$ cat src/rtl/pc_fetch_ctrl.sv
// Fetch-side controller: reads the PC, fetches over a req/ack memory handshake,
// buffers the instruction for decode and drives the PC register's write port.
module pc_fetch_ctrl #(
   parameter logic [31:0] RESET_VECTOR = 32'h0040_0000,
   parameter logic [31:0] EXC_VECTOR   = 32'h0000_0004
) (
   input  logic        clk,
   input  logic        rst,
   input  logic [31:0] pc_in,
   output logic        pc_ena,
   output logic [31:0] pc_next,
   output logic        imem_req,
   output logic [31:0] imem_addr,
   input  logic        imem_ack,
   input  logic [31:0] imem_rdata,
   output logic        inst_valid,
   output logic [31:0] inst_out,
   output logic [31:0] inst_pc,
   input  logic        inst_ready,
   input  logic        redirect_valid,
   input  logic [31:0] redirect_target,
   input  logic        exc_valid
);

   if ((RESET_VECTOR[1:0] != 2'b00) || (EXC_VECTOR[1:0] != 2'b00)) begin : g_bad_vector
      $error("pc_fetch_ctrl: RESET_VECTOR and EXC_VECTOR must be word aligned");
   end

   typedef enum logic [1:0] {SYNC, FETCH, HOLD, DRAIN} state_t;

   state_t      state_q, state_d;
   logic        pc_ena_q, pc_ena_d;
   logic [31:0] pc_next_q, pc_next_d;
   logic        imem_req_q, imem_req_d;
   logic [31:0] imem_addr_q, imem_addr_d;
   logic        inst_valid_q, inst_valid_d;
   logic [31:0] inst_out_q, inst_out_d;
   logic [31:0] inst_pc_q, inst_pc_d;

   logic        flush;
   logic [31:0] flush_target;

   // Exception outranks a same-cycle redirect.
   assign flush        = exc_valid | redirect_valid;
   assign flush_target = exc_valid ? EXC_VECTOR : redirect_target;

   always_ff @(posedge clk or posedge rst) begin
      if (rst) begin
         state_q      <= SYNC;
         pc_ena_q     <= 1'b0;
         pc_next_q    <= '0;
         imem_req_q   <= 1'b0;
         imem_addr_q  <= '0;
         inst_valid_q <= 1'b0;
         inst_out_q   <= '0;
         inst_pc_q    <= '0;
      end else begin
         state_q      <= state_d;
         pc_ena_q     <= pc_ena_d;
         pc_next_q    <= pc_next_d;
         imem_req_q   <= imem_req_d;
         imem_addr_q  <= imem_addr_d;
         inst_valid_q <= inst_valid_d;
         inst_out_q   <= inst_out_d;
         inst_pc_q    <= inst_pc_d;
      end
   end

   // An outstanding memory request is always completed (DRAIN) before refetching.
   always_comb begin
      state_d = state_q;
      case (state_q)
         SYNC: begin
            if (!flush) state_d = FETCH;
         end
         FETCH: begin
            if (flush)         state_d = imem_ack ? SYNC : DRAIN;
            else if (imem_ack) state_d = HOLD;
         end
         HOLD: begin
            if (flush)           state_d = SYNC;
            else if (inst_ready) state_d = FETCH;
         end
         DRAIN: begin
            if (imem_ack) state_d = SYNC;
         end
         default: state_d = SYNC;
      endcase
   end

   always_comb begin
      pc_ena_d     = 1'b0;
      pc_next_d    = pc_next_q;
      imem_addr_d  = imem_addr_q;
      inst_valid_d = inst_valid_q;
      inst_out_d   = inst_out_q;
      inst_pc_d    = inst_pc_q;
      imem_req_d   = (state_d == FETCH) || (state_d == DRAIN);

      // Entering FETCH samples the PC, which has settled after any earlier pulse.
      if ((state_d == FETCH) && (state_q != FETCH)) imem_addr_d = pc_in;

      if ((state_q == HOLD) && inst_ready) inst_valid_d = 1'b0;

      if ((state_q == FETCH) && imem_ack && !flush) begin
         inst_out_d   = imem_rdata;
         inst_pc_d    = imem_addr_q;
         inst_valid_d = 1'b1;
         pc_ena_d     = 1'b1;
         pc_next_d    = imem_addr_q + 32'd4;
      end

      if (flush) begin
         pc_ena_d     = 1'b1;
         pc_next_d    = flush_target;
         inst_valid_d = 1'b0;
      end
   end

   assign pc_ena     = pc_ena_q;
   assign pc_next    = pc_next_q;
   assign imem_req   = imem_req_q;
   assign imem_addr  = imem_addr_q;
   assign inst_valid = inst_valid_q;
   assign inst_out   = inst_out_q;
   assign inst_pc    = inst_pc_q;

endmodule

$ cat config.mk
export PLATFORM = sky130hd
export DESIGN_NAME = pc_fetch_ctrl
export DESIGN_NICKNAME = d
export VERILOG_FILES = /design/src/rtl/pc_fetch_ctrl.sv
export SDC_FILE = /design/constraint.sdc
export NUM_CORES = 1
export LEC_CHECK = 0
export BUFFER_PORTS_ARGS = -buffer_cell sky130_fd_sc_hd__buf_2
export CAP_MARGIN = 0
export CORE_MARGIN = 3
export CORE_UTILIZATION = 44
export DETAILED_ROUTE_END_ITERATION = 6
export PLACE_DENSITY = 0.76
export SYNTH_ARGS = -nofsm -noshare
export SYNTH_HDL_FRONTEND = slang
export SYNTH_SLANG_ARGS = --single-unit
$ cat constraint.sdc
create_clock -name clk -period 4.13 [get_ports clk]
set_input_delay 0.413 -clock clk [delete_from_list [all_inputs] [get_ports clk]]
set_output_delay 0.413 -clock clk [all_outputs]
set_load 0.02 [all_outputs]
==> run summary <==
The run finished with clean final reports. The run gives 822 as the total number of nets in the final design. STA classifies the critical path endpoint as a flip-flop. The total internal power is 3.236 mW.

Summed over all nets, the switching power comes to 1.757 mW. The number of slew-limit violations in the final report came out at 0. The setup-violating endpoint count in the final report is 0, and the via count of the first global-routing pass is 4713. Derived from the worst setup path, the maximum achievable clock frequency is 361.7 MHz. In the routed layout, each cell is associated on average with a via count of 5.338.

In this run the horizontal extent of the chip is 121.7 microns. The floorplan step defined a core boundary enclosing 12880 sq um. The via count was 4831.

The placed instance count came out at 872. The detailed-route wire length was 15780 microns. The top cell type by total area after synthesis is sky130_fd_sc_hd__dfrtp_1. The detailed placer's ending HPWL came out at 11160 microns.

Yosys instantiated no cell more often than sky130_fd_sc_hd__dfrtp_1. By count the netlist is led by sky130_fd_sc_hd__dfrtp_1, sky130_fd_sc_hd__mux2_2, sky130_fd_sc_hd__nor2_1. Of the total power, the share spent switching nets is 35.18%.

The run gives 1025 as the fill cell instance count of the final layout. Path category of the worst min-delay check: primary input to async pin. For the data arrival at the endpoint of the critical path, the log shows 3060 ps. In the post-synthesis netlist, the biggest area contributors are sky130_fd_sc_hd__dfrtp_1, sky130_fd_sc_hd__mux2_2, sky130_fd_sc_hd__mux2_1. The total overflow left after global routing is 0.

In the final routed layout, each cell accounts on average for 17.44 microns. The setup clock skew after layout came out at 10.70 ps. The count of hold buffers inserted by post-cts repair was 0; the layout overhead on the synthesized area was 31.97%. The run gives 345 as the iteration-0 DRC count of the detailed router. For this design the ratio of total power to cell area is 642.0 nW/um^2.

The static leakage was 3.814 nW; the number of buffers inserted to repair setup after CTS was 0. The die covers 14820 sq um. For the number of instances in the synthesized netlist, the log shows 496. Once layout is complete, the utilization of the core stands at 60.40%.

The fraction of the yosys area taken by sequential cells was 56.05%. The top cell type's share of synthesized area came out at 56.05%. Type of element launching the critical path: a flip-flop. The synthesized design contains 132 register bits.

The clock tree synthesis step divided the H-tree into 4 levels. Counting I/O delays and the setup requirement, the final critical path takes 2765 ps. Setup repair after global routing left no endpoint under its margin.

Final hold analysis gives a worst-case slack of 176.7 ps. The number of CTS-inserted buffers is 17, and the wire length of the first global-routing pass is 24140 microns. The critical path is of the flip-flop to flip-flop type.

The tools report the number of antenna violations at the first check in global routing as 1. Of all flip-flops after synthesis, the portion carrying an async set or reset was 100.0%. The effective utilization at floorplan came out at 45.77%.

The number of port buffers is 232, and the number of different library cells in the post-synthesis netlist is 40. In the synthesized netlist the dominant register cell turns out to be sky130_fd_sc_hd__dfrtp_1. The number of iterations in the first detailed-routing pass was 5; the worst slew margin relative to its limit was 22.21%. During I/O placement, the number of pins put on the boundary was 233.

The detail route stage leaves a number of antenna-violating nets equal to 0. The highest net fanout along the worst path is 74. The tools report the sequential share of power as 39.7%. The overall track demand over capacity in global routing was 21.20%. The transition at the pin with the smallest max-transition slack is 1163 ps.

The final total negative setup slack is 0 ps, and the number of warnings reported in the yosys synthesis log is 0. The tool flagged a number of max-cap violations equal to 0. For the number of clock sinks seen by CTS, the log shows 132. Routability-driven placement finished with a final weighted congestion of 0.8115.

Row generation in the floorplan step produced 41 rows. TritonCTS built the clock tree. The clock latency at the later pin of the worst-skew pair is 420 ps, and the fraction of the cycle the final worst path needs is 66.95%. The tools report the maximum number of pins on one net before global-route repair as 101. The clock slew seen by the registers of the worst setup and hold paths came out at 60 ps. The number of synthesized flops with an enable pin works out to 0. Per report_power, the combinational group accounts for 30.2% of the total. The worst vdd rail ir drop came out at 367.1 uV.

In the routed design, unresolved DRC markers number 0. The tools report the required time of the worst setup path as 4430 ps. Synthesis produced a netlist with a net count of 599.

The design draws 4.993 mW. The count of instances resized after the clock tree is built is 0, and the number of cells in the finished layout apart from fillers is 905. Of the total power, the clock network draws 30.1%. The final number of hold-violating endpoints came out at 0. The cell area that synthesis handed to floorplanning was 5893 sq um.

No sink is reached through more buffers than the 2 on the longest clock path. The share of post-route cells with drive strength above 1 was 46.31%; the post-synthesis average cell area was 11.88 sq um. Measured along the y axis, the die boundary spans 121.7 microns.

The tools report the clock root buffer as sky130_fd_sc_hd__clkbuf_16.
[registers in the layout, summed over array words and instances (netlist names)]
name        flops
state_q         2
pc_next        32
imem_addr      32
inst_pc        32
pc_ena          1
inst_valid      1
inst_out       32
[through the flow]
stage / setup slack (ps) / cell area (sq um)
detailed placement: 1365 / 7176
global placement: 1457 / 7176
CTS: 1421 / 7775
floorplan: 191.0 / 5893
global route: 1202 / 7777
finish: 1365 / 7777
[cell usage in the layout (no fill, tap or decap), drive strengths merged, types with 11 or more instances in the layout]
| master | Yosys | layout |
|---|---|---|
| buf | 17 | 234 |
| o21ai | 11 | 11 |
| clkbuf | 13 | 24 |
| nand2 | 31 | 31 |
| xor2 | 19 | 19 |
| nand4 | 13 | 13 |
| mux2 | 94 | 94 |
| dfrtp | 132 | 132 |
| nand3 | 13 | 13 |
| a21oi | 35 | 35 |
| nor2 | 51 | 51 |
[per-layer routing]
| layer | global-route usage (%) | share of wire (%) |
|---|---|---|
| met5 | 0 | 0 |
| met4 | 8.473 | 2.0 |
| met1 | 26.43 | 41 |
| met3 | 6.778 | 7.8 |
| met2 | 34.40 | 49 |
[cell families (layout without fill, tap and decap cells)]
family,Yosys count,count (layout),share of synthesized area [%]
AND/OR/NAND/NOR,131,131,11.15
flip-flops,132,132,56.05
multiplexers,95,95,18.13
XOR/XNOR,28,28,4.161
AO/OA/AOI/OAI,74,74,7.728
adder cells (fa/ha/maj),1,1,0.2123
other,0,1,0
buffers and inverters,35,271,2.569
[area by class of cell]
cell class              instances  area (sq um)  area share (%)
diodes                          1         2.502         0.03218
clock buffers                  24         501.7           6.451
clock inverters                 8         97.59           1.255
inverters                       5         23.77          0.3057
multi-input cells             329          2457           31.60
flip-flops and latches        132          3303           42.47
well taps                     172         215.2           2.767
repair buffers                234          1176           15.12
[power groups by stage]
stage | combinational (mW) | sequential [mW] | clock (mW)
global placement | 1.49 | 1.98 | 0
global route | 1.62 | 2.03 | 1.60
detailed placement | 1.52 | 2.00 | 0
finish | 1.51 | 1.98 | 1.50
CTS | 1.53 | 1.98 | 1.54
floorplan | 0.514 | 2.39 | 0
[critical path: stages, from the launching register on]
cell	delay, ps
sky130_fd_sc_hd__dfrtp_1	470
sky130_fd_sc_hd__and3b_1	800
sky130_fd_sc_hd__nand2_4	770
sky130_fd_sc_hd__mux2_1	560
[path summary, 6_finish.rpt]
check | endpoint | cells after the start | from | slack (ps)
setup / recovery | inst_out[18] | 3 | state_q[0] | 1370
min in group clk | inst_out[2] | 2 | imem_rdata[2] | 200
max in group asynchronous | imem_addr[29] | 3 | rst | 3000
setup reg to reg | inst_out[18] | 3 | state_q[0] | 1370
hold reg to reg | inst_out[27] | 1 | inst_out[27] | 480
hold / removal | inst_out[3] | 2 | rst | 180
Note: power is estimated with default switching activity, not from simulation.
